--- src/rtl/elevator_pkg.sv ---
// elevator_pkg: shared state, direction and floor constants for the SCAN elevator
package elevator_pkg;
    typedef enum logic [1:0] {IDLE = 2'd0, MOVE = 2'd1, DOOR = 2'd2} state_t;
    localparam logic DIR_UP = 1'b1;
    localparam logic DIR_DOWN = 1'b0;
    localparam int FLOOR_NONE = 0;
    function automatic int max2(input int a, input int b);
        return a > b ? a : b;
    endfunction
endpackage

--- src/rtl/elevator_timer.sv ---
// elevator_timer: loadable down-counter that holds at zero and flags it
module elevator_timer #(
    parameter int W = 2
) (
    input  logic         clk,
    input  logic         reset,
    input  logic         load,
    input  logic [W-1:0] load_val,
    output logic         zero
);
    logic [W-1:0] count;
    always_ff @(posedge clk) begin
        if (reset) count <= '0;
        else if (load) count <= load_val;
        else if (!zero) count <= count - 1'b1;
    end
    assign zero = count == '0;
endmodule

--- src/rtl/elevator_scan.sv ---
// elevator_scan: single-car SCAN elevator with pending-call bitmap, travel and door timing
module elevator_scan
    import elevator_pkg::*;
#(
    parameter int FLOORS = 7,
    parameter int FLOOR_W = 3,
    parameter int MOVE_CYCLES = 2,
    parameter int DOOR_CYCLES = 3
) (
    input  logic               clk,
    input  logic               reset,
    input  logic [FLOOR_W-1:0] from,
    output logic               out,
    output logic [FLOOR_W-1:0] cur_floor,
    output logic               direction,
    output logic [FLOORS-1:0]  request,
    output logic               busy
);
    localparam int TMAX = max2(MOVE_CYCLES, DOOR_CYCLES);
    localparam int TW = TMAX > 1 ? $clog2(TMAX) : 1;
    state_t state;
    logic [FLOORS-1:0] above, below, cur_mask, nf_mask, call_mask, clr_mask;
    logic [FLOOR_W-1:0] nf;
    logic here, hit, ahead, behind, zero, load, go_door;
    logic [TW-1:0] load_val;
    always_comb begin
        above = '0;
        below = '0;
        for (int i = 0; i < FLOORS; i++) begin
            above[i] = (i + 1) > int'(cur_floor);
            below[i] = (i + 1) < int'(cur_floor);
        end
    end
    assign ahead = |(request & (direction ? above : below));
    assign behind = |(request & (direction ? below : above));
    assign nf = direction ? cur_floor + 1'b1 : cur_floor - 1'b1;
    assign cur_mask = FLOORS'(1) << (cur_floor - 1'b1);
    assign nf_mask = FLOORS'(1) << (nf - 1'b1);
    assign call_mask = (from != FLOOR_W'(FLOOR_NONE) && from <= FLOOR_W'(FLOORS))
                       ? FLOORS'(1) << (from - 1'b1) : '0;
    assign here = |(request & cur_mask);
    assign hit = |(request & nf_mask);
    assign go_door = (state == IDLE && here) || (state == MOVE && zero && hit);
    assign load = (state == IDLE && (here || ahead || behind)) || (state == MOVE && zero);
    assign load_val = go_door ? TW'(DOOR_CYCLES - 1) : TW'(MOVE_CYCLES - 1);
    // a clear on the same edge as a call wins, so door-open absorbs calls for this floor
    assign clr_mask = state == MOVE ? (go_door ? nf_mask : '0)
                    : (state == DOOR || here) ? cur_mask : '0;
    assign out = state == DOOR;
    assign busy = state != IDLE;
    elevator_timer #(.W(TW)) u_timer (
        .clk(clk),
        .reset(reset),
        .load(load),
        .load_val(load_val),
        .zero(zero)
    );
    always_ff @(posedge clk) begin
        if (reset) begin
            state <= IDLE;
            cur_floor <= FLOOR_W'(1);
            direction <= DIR_UP;
            request <= '0;
        end else begin
            request <= (request | call_mask) & ~clr_mask;
            if (state == IDLE) begin
                if (here) state <= DOOR;
                else if (ahead) state <= MOVE;
                else if (behind) begin
                    state <= MOVE;
                    direction <= direction == DIR_UP ? DIR_DOWN : DIR_UP;
                end
            end else if (state == MOVE) begin
                if (zero) begin
                    cur_floor <= nf;
                    if (hit) state <= DOOR;
                end
            end else if (zero) state <= IDLE;
        end
    end
endmodule

--- config.mk ---
export PLATFORM = sky130hd
export DESIGN_NAME = elevator_scan
export DESIGN_NICKNAME = d
export VERILOG_FILES = /design/src/rtl/elevator_pkg.sv /design/src/rtl/elevator_timer.sv /design/src/rtl/elevator_scan.sv
export SDC_FILE = /design/constraint.sdc
export NUM_CORES = 1
export LEC_CHECK = 0
export CORE_MARGIN = 4
export CORE_UTILIZATION = 59
export CTS_CLUSTER_SIZE = 28
export DETAILED_ROUTE_END_ITERATION = 6
export PLACE_DENSITY = 0.85
export SKIP_CTS_REPAIR_TIMING = 1
export SLEW_MARGIN = 20
export SYNTH_ARGS = -nofsm -noshare
export SYNTH_HDL_FRONTEND = slang
export SYNTH_HIERARCHICAL = 1
export SYNTH_SLANG_ARGS = --single-unit
--- constraint.sdc ---
create_clock -name clk -period 4.6 [get_ports clk]
set_input_delay 0.92 -clock clk [delete_from_list [all_inputs] [get_ports clk]]
set_output_delay 0.92 -clock clk [all_outputs]
set_load 0.005 [all_outputs]
## Word-level counts from Yosys, hierarchy flattened

Cells that the tools add are included.

- Flip-flop bits (word level): 15
- Input bits: 5
- Logic and storage cells: 83
- Output and inout bits: 13

- $lt $le $gt $ge: 14
- Reduce and logical (&&, ||, !) cells: 22
- Bitwise gates (word level): 10
- $add $sub $neg: 5
- Equal/unequal tests: 5
- Multiplexer cells: 19
- Shift-type cells: 3

Operators by type and width:

| cell | count |
|---|---|
| $mux 7 | 6 |
| $and 7x7->7 | 5 |
| $reduce_or 7->1 | 4 |
| $mux 2 | 11 |
| $shl 1x3->7 const A | 3 |
| $gt 3x3->1 const A | 4 |
| $lt 3x3->1 const A | 3 |
| $sub 3x1->3 const B | 3 |
| $not 7->7 | 1 |
| $or 7x7->7 | 1 |
| $gt 2x3->1 const A | 2 |
| $lt 2x3->1 const A | 2 |
| $reduce_and 3->1 | 2 |
| $logic_and 1x1->1 | 5 |
| $logic_or 1x1->1 | 5 |
| $logic_not 2->1 | 2 |
| $ne 4x4->1 const B | 1 |
| $reduce_and 4->1 | 1 |
| $reduce_bool 2->1 | 2 |
| $add 3x1->3 const B | 1 |
| $gt 1x3->1 const A | 1 |
| $le 3x3->1 const B | 1 |
| $lt 1x3->1 const A | 1 |
| $mux 3 | 1 |
| 8 further kinds | 10 |

## Logic depth before layout (Yosys ltp)

Gate-level depths: netlist (run 1).

- Depth in word-level cells: 12
- Mapped depth: 11

## By module

Netlist (run 1), hierarchy kept.

By module, submodules not included:

| module | seq. area each (µm²) | times used | area an instance (µm²) | cells each |
|---|---|---|---|---|
| elevator_scan | 260.2 | 1 | 1253.7 | 159 |
| elevator_timer | 40.0 | 1 | 121.4 | 12 |

## Worst setup path after synthesis (run 1)

No wires, ideal clock.

- Path type: register -> register
- Start point: reg cur_floor[0]
- End point: reg u_timer.count[1]
- Buffers on the path: 1
- Clock period less this slack: 2.837 ns
- Path slack: 1.763 ns
- Arrival: 2.701 ns
- Stages on the path, launching flop included: 12
- Data required time: 4.464 ns
- Cell sequence: dfxtp_1 -> buf_2 -> clkinv_1 -> ha_1 -> xnor2_2 -> mux2_2 -> o22a_1 -> a21oi_2 -> a2bb2oi_1 -> inv_1 -> nand3b_1 -> o41ai_2

- Word-level cells in the longest chain between the ends: 10

RTL lines:

| element | RTL line | RTL |
|---|---|---|
| from (decl) | elevator_scan.sv:14 | `output logic [FLOOR_W-1:0] cur_floor,` |
| from (signal assigned) | elevator_scan.sv:75 | `cur_floor <= nf;` |
| $sub 3x1->3 or $add 3x1->3 (tied branches) | elevator_scan.sv:36, elevator_scan.sv:37 |  |
| $mux 3 | elevator_scan.sv:36 | `assign nf = direction ? cur_floor + 1'b1 : cur_floor - 1'b1;` |
| $sub 3x1->3 | elevator_scan.sv:38 | `assign nf_mask = FLOORS'(1) << (nf - 1'b1);` |
| $shl 1x3->7 | elevator_scan.sv:38 |  |
| $and 7x7->7 | elevator_scan.sv:42 | `assign hit = \|(request & nf_mask);` |
| $reduce_or 7->1 | elevator_scan.sv:42 |  |
| $logic_and 1x1->1 | elevator_scan.sv:43 | `assign go_door = (state == IDLE && here) \|\| (state == MOVE && zero && hit);` |
| $logic_or 1x1->1 * | elevator_scan.sv:43 |  |
| net go_door | elevator_scan.sv:24 | `logic here, hit, ahead, behind, zero, load, go_door;` |
| $mux 2 * | elevator_scan.sv:45 | `assign load_val = go_door ? TW'(DOOR_CYCLES - 1) : TW'(MOVE_CYCLES - 1);` |
| $mux 2 * | elevator_timer.sv:14 | `else if (load) count <= load_val;` |
| to (signal assigned) | elevator_timer.sv:14 |  |
| to (signal assigned) | elevator_timer.sv:15 | `else if (!zero) count <= count - 1'b1;` |
| to (decl) | elevator_timer.sv:11 | `logic [W-1:0] count;` |

Mark *: on every way through the listed nets, which the timed path passes. The rest lies on a longest branch.
A chain may end at the register's enable or synchronous reset.

## Worst setup path in the final report (run 1)

Same ends and word-level chain as after synthesis.

==> metrics.md, run 1 <==
| Metric | Value |
|---|---|
| Status | `finished, final reports clean` |
| CP max stage delay | `slightly above 700 ps` |
| Syn. warnings | `6` |
| GRT Resource Usage Total | `about 24%` |
| Part of the power in registers | `about 28%` |
| Total Power | `approximately 0.81 mW` |
| ANT cells | `0` |
| Final critical-path share of the clock period | `about 75%` |
| Setup Skew | `2.38 ps` |
| EDFF count, synth | `0` |
| Placement Setup Slack | `between 1000 and 1500 ps` |
| Die Y | `~56 um` |
| Met2 global-route usage | `between 30% and 40%` |
| HP Class | `reg2reg` |
| Ys async rst share | `0%` |
| Sequential area share after synthesis | `21.8%` |
| Routed vias | `1428` |
| Count of state elements after synthesis | `15` |
| Met1 Use GR | `about 30%` |
| Final min period | `~3500 ps` |
| Met3 Resource Use GR | `4.83%` |
| Worst path cell trace | `clkinv_1 -> ha_1 -> xnor2_2 -> mux2_2 -> o22a_1 -> a21oi_2 -> a2bb2oi_1 -> inv_1 -> nand3b_1 -> o41ai_2` |
| TritonCTS clock tree | `yes` |
| # IOs | `18` |
| CTS max path bufs | `2` |
| Area grow syn2layout | `14.3%` |
| Antenna Violating Nets Remaining | `0` |
| DRT iter0 DRCs | `between 50 and 60` |
| Port Buffers | `17` |
| Clock share of power | `about 10%` |
| Final setup TNS | `0 ps` |
| Layout cell share with drive strength beyond 1 | `under 10%` |
| Switching Fraction | `48.7%` |
| Initial Util | `between 60 and 70%` |
| Die area | `approximately 3200 sq um` |
| Compound-cell area share of the yosys netlist | `approximately 32%` |
| Max-slew headroom | `47.8%` |
| NetSw | `roughly 0.40 mW` |
| DRC errors left | `0` |
| P_leak | `0.614 nW` |
| Setup-failing EPs final | `0` |
| DP HPWL | `between 2000 and 3000 um` |
| CP Capture Type | `flip-flop` |
| Drt pass-1 iters | `4` |
| Number of cell rows | `17` |
| Clock latency on the worst-skew pair | `300 ps` |
| Layout net count | `200` |
| Worst hold slack | `529 ps` |
| Total routed wirelength | `3670 um` |
| Synthesized area | `1380 sq um` |
| Initial antenna violation count | `0` |
| Unique masters post-synth | `53` |
| Worst-path clk slew | `90 ps` |
| Worst path required time | `around 4800 ps` |
| Vias per Instance | `6.67` |
| RSZ-0062 raised after global routing | `false` |
| Startpoint types | `flip-flop` |
| Final WS setup | `between 1000 and 1500 ps` |
| Most used DFF post-synth | `dfxtp_1` |
| Largest net degree at the start of global routing | `24` |
| CTS H-tree lvls | `1` |
| Final core utilization | `between 70% and 80%` |
| Cts bufs inserted | `3` |
| Final std cells w/o fill | `between 200 and 250` |
| Worst-margin pin slew | `783 ps` |
| Sink Count | `15` |
| Synth Net Count | `184` |
| Congestion Overflow GR | `0` |
| Syn_area_per_cell | `between 8 and 9 sq um` |
| WP data arrival | `roughly 3600 ps` |
| Post-synthesis mux area share | `approximately 5.4%` |
| Chip width | `approximately 56 um` |
| Post-Syn Instances | `171` |
| Core area | `2210 sq um` |
| Simple-gate share of the synthesized area | `22.9%` |
| Fin. Hold Viols | `0` |
| Largest family of logic cells by synthesized area | `compound AO/OA/AOI/OAI gates` |
| DP Cell Count | `210` |
| Wirelength per Cell | `~17 um` |
| Gpl congestion | `slightly below 0.9` |
| CP delay by family, top | `compound AO/OA/AOI/OAI gates` |
| Final instance area | `1570 sq um` |
| Power Dens Cells | `just over 500 nW/um^2` |
| Worst Path Max Fanout | `17` |
| GRT Max-Usage Layer | `met2` |
| Gate power share | `between 60% and 70%` |
| Buffers plus inverters on the worst setup path | `2` |
| Max Cap Violations | `0` |
| WS Path Type | `reg2reg` |
| Root Driver | `clkbuf_4` |
| Post-DP Area | `1550 sq um` |
| Max Fclk | `about 290 MHz` |
| Slowest library cell on the worst path | `dfxtp_1` |
| First-pass GRT wire length | `~6200 um` |
| Vias in the first global route | `1409` |
| Post-Synth Adder-Cell Area | `7.28%` |
| Post-synthesis xor/xnor area fraction | `under 10%` |
| Max VDD drop | `approximately 0.50 mV` |
| Int Pwr | `about 0.42 mW` |
| Max Slew Vio Count | `0` |
-- flip-flops by register name, summed over array words and instances (netlist names) --
name and cells:
request 7, cur_floor 3, state 2, u_timer/count 2
direction 1
-- tightest hold or removal path, stage by stage (launching register included) --
cell and delay (ps):
dfxtp_1 350, nand2b_1 80, a21oi_1 60
-- cells in the mapped netlist, types with 3 or more instances --
library cell / n / share of area [%]
dfxtp_1: 15 / 22
inv_1: 14 / 3.8
nor2_1: 14 / 3.8
nand2_1: 9 / 2.5
ha_1: 8 / 7.3
a21oi_1: 7 / 2.5
a31oi_1: 6 / 2.7
o21ai_0: 6 / 2.2
a221oi_1: 5 / 3.2
nand2b_1: 5 / 2.3
a21o_1: 4 / 2.2
buf_2: 4 / 1.5
mux2i_1: 4 / 2.9
nand3_1: 4 / 1.5
nor3_1: 4 / 1.5
o31a_1: 4 / 2.5
a211oi_1: 3 / 1.6
mux2_2: 3 / 2.5
nand3b_1: 3 / 1.6
nor2b_1: 3 / 1.4
nor3b_1: 3 / 1.6
nor4_1: 3 / 1.4
o21bai_1: 3 / 1.6
-- routing by layer --
metal / wire length (um) / part of all wire [%]
met5: 0 / 0
met4: 93 / 2.5
met3: 253 / 6.9
met2: 1730 / 47
met1: 1590 / 43
-- cells by family (layout without fill, tap and decap cells) --
group / after synthesis / in the layout
simple gates: 58 / 58
flops: 15 / 15
compound gates: 58 / 58
fa+ha+maj: 8 / 8
xor+xnor: 4 / 4
mux: 7 / 7
buf+inv: 21 / 36
-- layout make-up --
class | count | area, sq um
well taps | 28 | 35.0
repair buffers | 17 | 170
inverters | 15 | 56.3
multi-input cells | 135 | 983
fillers | 203 | 641
flip-flops and latches | 15 | 300
clock buffers | 4 | 26.3
-- cell usage in the layout (no fill, tap or decap), drive strengths merged, types with 3 or more instances in the layout --
cell type,instances
a211oi,3
a21o,4
a21oi,8
a221oi,5
a31oi,6
clkbuf,4
clkdlybuf4s50,17
dfxtp,15
ha,8
inv,14
mux2,3
mux2i,4
nand2,9
nand2b,5
nand3,4
nand3b,3
nor2,14
nor2b,3
nor3,4
nor3b,3
nor4,3
o21ai,7
o21bai,3
o31a,4
or2,3
-- worst paths after layout --
| check | end | cells past startpoint | slack, ps | from |
|---|---|---|---|---|
| hold / removal | state[1] | 2 | 530 | state[1] |
| setup reg to reg | u_timer/count[1] | 10 | 1140 | cur_floor[0] |
| hold reg to reg | state[1] | 2 | 530 | state[1] |
| setup / recovery | u_timer/count[1] | 10 | 1140 | cur_floor[0] |
-- power groups by stage --
stage | combinational (mW) | sequential (mW) | clock (mW)
after global placement | 0.473 | 0.224 | 0
after CTS | 0.497 | 0.225 | 0.0788
after global routing | 0.550 | 0.234 | 0.0895
after detailed placement | 0.492 | 0.228 | 0
after floorplan | 0.397 | 0.194 | 0
final | 0.503 | 0.228 | 0.0802
(Power assumes the default switching activity.)
==> run 2, diff against run 1 <==
--- a/config.mk
+++ b/config.mk
@@ -6,10 +6,10 @@
 export NUM_CORES = 1
 export LEC_CHECK = 0
 export CORE_MARGIN = 4
-export CORE_UTILIZATION = 59
+export CORE_UTILIZATION = 49
 export CTS_CLUSTER_SIZE = 28
 export DETAILED_ROUTE_END_ITERATION = 6
-export PLACE_DENSITY = 0.85
+export PLACE_DENSITY = 0.75
 export SKIP_CTS_REPAIR_TIMING = 1
 export SLEW_MARGIN = 20
 export SYNTH_ARGS = -nofsm -noshare
==> constraint.sdc (replaced) <==
create_clock -name clk -period 2.9 [get_ports clk]
set_input_delay 0.58 -clock clk [delete_from_list [all_inputs] [get_ports clk]]
set_output_delay 0.58 -clock clk [all_outputs]
set_load 0.005 [all_outputs]
==> run 2 against run 1 <==
Worst setup slack worse by 920 ps. Sequential cell count stayed put. Critical path depth is 1 lower. Sequential power is 39% higher. Maximum frequency is 29% higher. Combinational power is 84% higher. Clock skew is 1.7 ps lower. Die area is 17% higher. Wire length is 1.0% higher. Worst hold slack worse by 2.8 ps.
==> metrics.md, run 2 (synthesis results as in run 1) <==
| Metric | Value |
|---|---|
| Fillers | `between 200 and 250` |
| Vias in the first global route | `about 1.3k` |
| Worst path required time | `3110 ps` |
| Port Buffers | `17` |
| Final min period | `between 2000 and 3000 ps` |
| Wirelength per Cell | `around 17 um` |
| Layout net count | `208` |
| DRT iter0 DRCs | `between 80 and 90` |
| Sink Count | `15` |
| Max Fclk | `between 300 and 400 MHz` |
| TritonCTS clock tree | `yes` |
| Drt pass-1 iters | `4` |
| DRC errors left | `0` |
| RSZ-0062 raised after global routing | `false` |
| Max Cap Violations | `0` |
| Multi-input logic area | `~990 sq um` |
| Setup Skew | `between 0.7 and 0.8 ps` |
| Clock share of power | `under 10%` |
| Congestion Overflow GR | `0` |
| Number of cell rows | `18` |
| Max VDD drop | `between 0.6 and 0.7 mV` |
| Chip width | `61.0 um` |
| WP data arrival | `a little under 3000 ps` |
| Top reg by flops | `request` |
| Vias per Instance | `6.57` |
| Final WS setup | `between 200 and 250 ps` |
| Most common cell after layout, fill and taps aside | `clkdlybuf4s50_1` |
| Worst Path Max Fanout | `7` |
| CP Capture Type | `flip-flop` |
| Commonest non-fill, non-tap cells in the layout | `17 x clkdlybuf4s50_1, 15 x dfxtp_1, 14 x inv_1, 14 x nor2_1, 9 x nand2_1` |
| Gate power share | `67.6%` |
| Largest register FFs | `7` |
| Setup-failing EPs final | `0` |
| Largest registers | `request: 7 flops, cur_floor: 3 flops` |
| Gpl congestion | `around 0.86` |
| CTS H-tree lvls | `1` |
| Cts bufs inserted | `3` |
| # IOs | `18` |
| Power Dens Cells | `837 nW/um^2` |
| Switching Fraction | `between 40 and 50%` |
| Antenna Violating Nets Remaining | `0` |
| Startpoint types | `flip-flop` |
| Total routed wirelength | `~3700 um` |
| ANT cells | `0` |
| Routed vias | `around 1.5k` |
| Initial Util | `approximately 54%` |
| Register area | `300 sq um` |
| Final setup TNS | `0 ps` |
| Die Y | `61.0 um` |
| WS Path Type | `reg2reg` |
| Critical Path Source | `cur_floor[0]` |
| Die area | `roughly 3700 sq um` |
| Max Slew Vio Count | `0` |
| Area grow syn2layout | `19.2%` |
| DP HPWL | `2770 um` |
| Fin. Hold Viols | `0` |
| Max-slew headroom | `58.2%` |
| Post-DP Area | `1610 sq um` |
| Initial antenna violation count | `0` |
| Worst-path clk slew | `approximately 100 ps` |
| Worst-margin pin slew | `626 ps` |
| Status | `finished, final reports clean` |
| NetSw | `~0.65 mW` |
| CTS max path bufs | `2` |
| Root Driver | `clkbuf_4` |
| Part of the power in registers | `between 20% and 30%` |
| Largest net degree at the start of global routing | `19` |
| HP Class | `reg2reg` |
| Hold Startpoint | `cur_floor[1]` |
| Worst r2r src | `cur_floor[0]` |
| Placement Setup Slack | `~300 ps` |
| Final instance area | `between 1500 and 2000 sq um` |
| Core area | `2570 sq um` |
| Final critical-path share of the clock period | `slightly above 90%` |
| Int Pwr | `0.726 mW` |
| GRT Resource Usage Total | `between 20% and 30%` |
| Clock latency on the worst-skew pair | `roughly 300 ps` |
| Layout cell share with drive strength beyond 1 | `roughly an eighth` |
| P_leak | `0.649 nW` |
| First-pass GRT wire length | `6180 um` |
-- run 2: cell count changes in the layout (fill, tap and decap cells not counted) --
cell,delta
clkinv_2,+1
mux2i_1,-1
buf_4,+8
mux2i_2,+1
clkbuf_1,-1
-- run 2: path summary, 6_finish.rpt --
path                      end  depth (start not counted)  slack, ps
max          u_timer/count[1]                          9        220
min              cur_floor[1]                          2        530
max reg2reg  u_timer/count[1]                          9        220
min reg2reg      cur_floor[1]                          2        530
-- run 2: per-stage QoR --
stage               cells  utilization (%)  hold WS, ps  total power [mW]
floorplan             171                -          488             0.937
global placement      220             62.6          508              1.20
detailed placement    220             62.6          509              1.22
CTS                   224             63.7          524              1.35
global route          224             63.8          550              1.46
finish                224             63.8          527              1.37
-- run 2: layer usage --
metal  share of wire (%)  routed length [um]  vias up  track usage, %
met5                   0                   0        -               0
met4                 2.0                  75        0            10.8
met3                  12                 433       11            3.83
met2                  46                1720       97            35.4
met1                  40                1480      674            28.6
li1                    -                   -      689               -
-- run 2: final cells by class --
class / instances / area share, %
Tap cell: 30 / 2.29
Inverter: 15 / 3.44
Clock buffer: 3 / 1.37
Timing Repair Buffer: 25 / 14.0
Clock inverter: 1 / 0.305
Sequential cell: 15 / 18.3
Multi-Input combinational cell: 135 / 60.2
-- run 2: power by group through the flow --
stage               logic [mW]  registers, mW  clock network [mW]
global route              1.00          0.325               0.137
detailed placement       0.899          0.318                   0
floorplan                0.630          0.307                   0
finish                   0.927          0.316               0.128
CTS                      0.903          0.314               0.130
global placement         0.884          0.317                   0
-- run 2: critical path, stage by stage, from the launching register on --
cell      delay [ps]
dfxtp_1          380
clkinv_1         170
ha_1             350
a222oi_1         460
mux2i_1          140
a21o_1           210
nor2b_1          100
and4_1           230
o21ai_0          180
o41ai_2          370
==> run 3, diff against run 2 <==
--- a/config.mk
+++ b/config.mk
@@ -5,11 +5,12 @@
 export SDC_FILE = /design/constraint.sdc
 export NUM_CORES = 1
 export LEC_CHECK = 0
+export ABC_AREA = 1
 export CORE_MARGIN = 4
-export CORE_UTILIZATION = 49
+export CORE_UTILIZATION = 51
 export CTS_CLUSTER_SIZE = 28
 export DETAILED_ROUTE_END_ITERATION = 6
-export PLACE_DENSITY = 0.75
+export PLACE_DENSITY = 0.76
 export SKIP_CTS_REPAIR_TIMING = 1
 export SLEW_MARGIN = 20
 export SYNTH_ARGS = -nofsm -noshare
==> run 3 against run 2 <==
Critical path type unchanged. Wire length increased by 13%. Die area grew 14%. Highest routed layer unchanged. Area after synthesis grew 21%. Largest power group unchanged. Synthesized cell count increased by 56%.
==> metrics.md, run 3 <==
| Metric | Value |
|---|---|
| Commonest non-fill, non-tap cells in the layout | `63 x nand2_1, 40 x nand3_1, 36 x inv_1` |
| Unique masters post-synth | `31` |
| Wirelength per Cell | `around 13 um` |
| Clock latency on the worst-skew pair | `290 ps` |
| Largest area contributor in the netlist | `dfxtp_1` |
| Cts bufs inserted | `3` |
| Max Fclk | `396 MHz` |
| Largest net degree at the start of global routing | `16` |
| Fillers | `317` |
| Gpl congestion | `between 0.9 and 1` |
| Layout net count | `roughly 300` |
| Post-synth top cells | `63 x nand2_1, 40 x nand3_1, 36 x inv_1` |
| Largest register FFs | `7` |
| Core area | `between 3000 and 4000 sq um` |
| DP HPWL | `~3300 um` |
| Max Slew Vio Count | `0` |
| CP Capture Type | `flip-flop` |
| Drt pass-1 iters | `5` |
| Worst hold slack | `roughly 590 ps` |
| Min-Delay Path Depth | `4` |
| Die Y | `65.1 um` |
| Count of state elements after synthesis | `15` |
| Final min period | `2530 ps` |
| R2R Setup Slk | `between 300 and 400 ps` |
| Syn_area_per_cell | `between 6 and 7 sq um` |
| Port Buffers | `17` |
| Antenna Violating Nets Remaining | `0` |
| WP data arrival | `around 2700 ps` |
| Most used DFF post-synth | `dfxtp_1` |
| Endpoint with the worst hold slack | `u_timer/count[0]` |
| Power Dens Cells | `about 890 nW/um^2` |
| Synth area leaders | `dfxtp_1 18%, nand2_1 14%, nand3_1 12%` |
| Fin. Hold Viols | `0` |
| TritonCTS clock tree | `yes` |
| EDFF count, synth | `0` |
| Final critical-path share of the clock period | `between 80% and 90%` |
| DP Cell Count | `approximately 320` |
| Worst path required time | `~3100 ps` |
| Post-Syn Instances | `roughly 270` |
| Final std cells w/o fill | `~330` |
| Area grow syn2layout | `12.4%` |
| First-pass GRT wire length | `a little over 7000 um` |
| Initial antenna violation count | `0` |
| Hold Startpoint | `u_timer/count[0]` |
| Chip width | `roughly 65 um` |
| Synth Net Count | `279` |
| Worst-path clk slew | `90 ps` |
| Most common cell after layout, fill and taps aside | `nand2_1` |
| Worst r2r dst | `u_timer/count[0]` |
| # IOs | `18` |
| Number of cell rows | `20` |
| RSZ-0062 raised after global routing | `false` |
| Final core utilization | `between 60 and 70%` |
| Initial Util | `a little over half` |
| Startpoint types | `flip-flop` |
| Root Driver | `clkbuf_4` |
| Largest registers | `request: 7 flops, cur_floor: 3 flops` |
| WS Path Type | `reg2reg` |
| Max VDD drop | `~0.42 mV` |
| HP Class | `reg2reg` |
| Count leader, synth | `nand2_1` |
| Top reg by flops | `request` |
| Sink Count | `15` |
| Worst-margin pin slew | `about 560 ps` |
| Layout cell share with drive strength beyond 1 | `roughly 14%` |
| Max-slew headroom | `62.9%` |
| Worst Path Max Fanout | `12` |
| CTS H-tree lvls | `1` |
| Routed vias | `~1.8k` |
| Ys async rst share | `0%` |
| Post-synth top area share | `around 18%` |
| Final WS setup | `approximately 370 ps` |
| DRT iter0 DRCs | `between 150 and 200` |
| Worst r2r src | `cur_floor[0]` |
| Max Cap Violations | `0` |
| Vias per Instance | `about 5.5` |
| FF-to-FF path depth | `15` |
| Sequential area share after synthesis | `between 10% and 20%` |
| Setup-failing EPs final | `0` |
| Setup Skew | `2.31 ps` |
| Syn. warnings | `6` |
| Placement Setup Slack | `418 ps` |
| ANT cells | `0` |
| Die area | `approximately 4200 sq um` |
| P_leak | `0.859 nW` |
| Synthesized area | `1660 sq um` |
| DRC errors left | `0` |
| Status | `finished, final reports clean` |
| Final setup TNS | `0 ps` |
| GRT Resource Usage Total | `21.4%` |
| Vias in the first global route | `about 1.5k` |
| Total routed wirelength | `around 4200 um` |
| Congestion Overflow GR | `0` |
| CTS max path bufs | `2` |
run 3: cell count changes after synthesis, sizes merged, moves of 8 or more:
| cell | change |
|---|---|
| nand2 | +63 |
| nand3 | +37 |
| inv | +26 |
| nor2 | +18 |
| nand4 | +10 |
| a21oi | +8 |
run 3: where the power goes:
part	internal [mW]	switching [mW]
registers	0.253	0.0832
clock network	0.0535	0.0693
logic	0.419	0.775
total	0.726	0.928
run 3: stage by stage:
stage | area (sq um) | total power [mW]
detailed placement | 1840 | 1.52
floorplan | 1660 | 1.26
global route | 1870 | 1.82
global placement | 1840 | 1.51
finish | 1870 | 1.65
CTS | 1870 | 1.65
run 3: critical path, cell delays in order, from the launching register on:
cell and delay (ps):
dfxtp_1 630, ha_1 340, ha_1 260, nand2_1 120, a21boi_4 270, nand3_1 100, nand2_1 120, nor2_4 50
nand2_2 70, nand2_4 60, nand2_8 120, inv_1 50, nand2_1 60, nand3_1 80, nand2_1 60, inv_1 30
run 3: cell families after synthesis:
logic type               after synthesis  share of synthesized area (%)
AO/OA/AOI/OAI                         30                           13.3
XOR/XNOR                               2                           2.64
adder cells (fa/ha/maj)                8                           6.03
buffers and inverters                 48                           13.0
flip-flops                            15                           18.1
AND/OR/NAND/NOR                      163                           46.9
run 3: per-layer routing:
layer / track usage (%) / share of wire, %
met2: 35.5 / 46
met5: 0 / 0
met1: 29.1 / 45
met3: 2.77 / 7.3
met4: 5.70 / 2.0
run 3: cell type report:
type	count	area, sq um	area share, %
multi-input combinational	203	1140	61.3
sequential	15	300	16.1
timing repair buffer	19	185	9.92
inverter	40	155	8.31
tap	44	55.1	2.95
clock buffer	4	26.3	1.41
run 3: worst max-delay path by stage:
stage | slack [ps] | start | to | cells past startpoint
2_1_floorplan | 790 | cur_floor[0] | u_timer/count[0] | 16
3_3_place_gp | 440 | cur_floor[0] | u_timer/count[0] | 15
3_5_place_dp | 420 | cur_floor[0] | u_timer/count[0] | 15
4_1_cts | 410 | cur_floor[0] | u_timer/count[0] | 15
5_1_grt | 150 | cur_floor[0] | u_timer/count[0] | 15
6_report | 370 | cur_floor[0] | u_timer/count[0] | 15
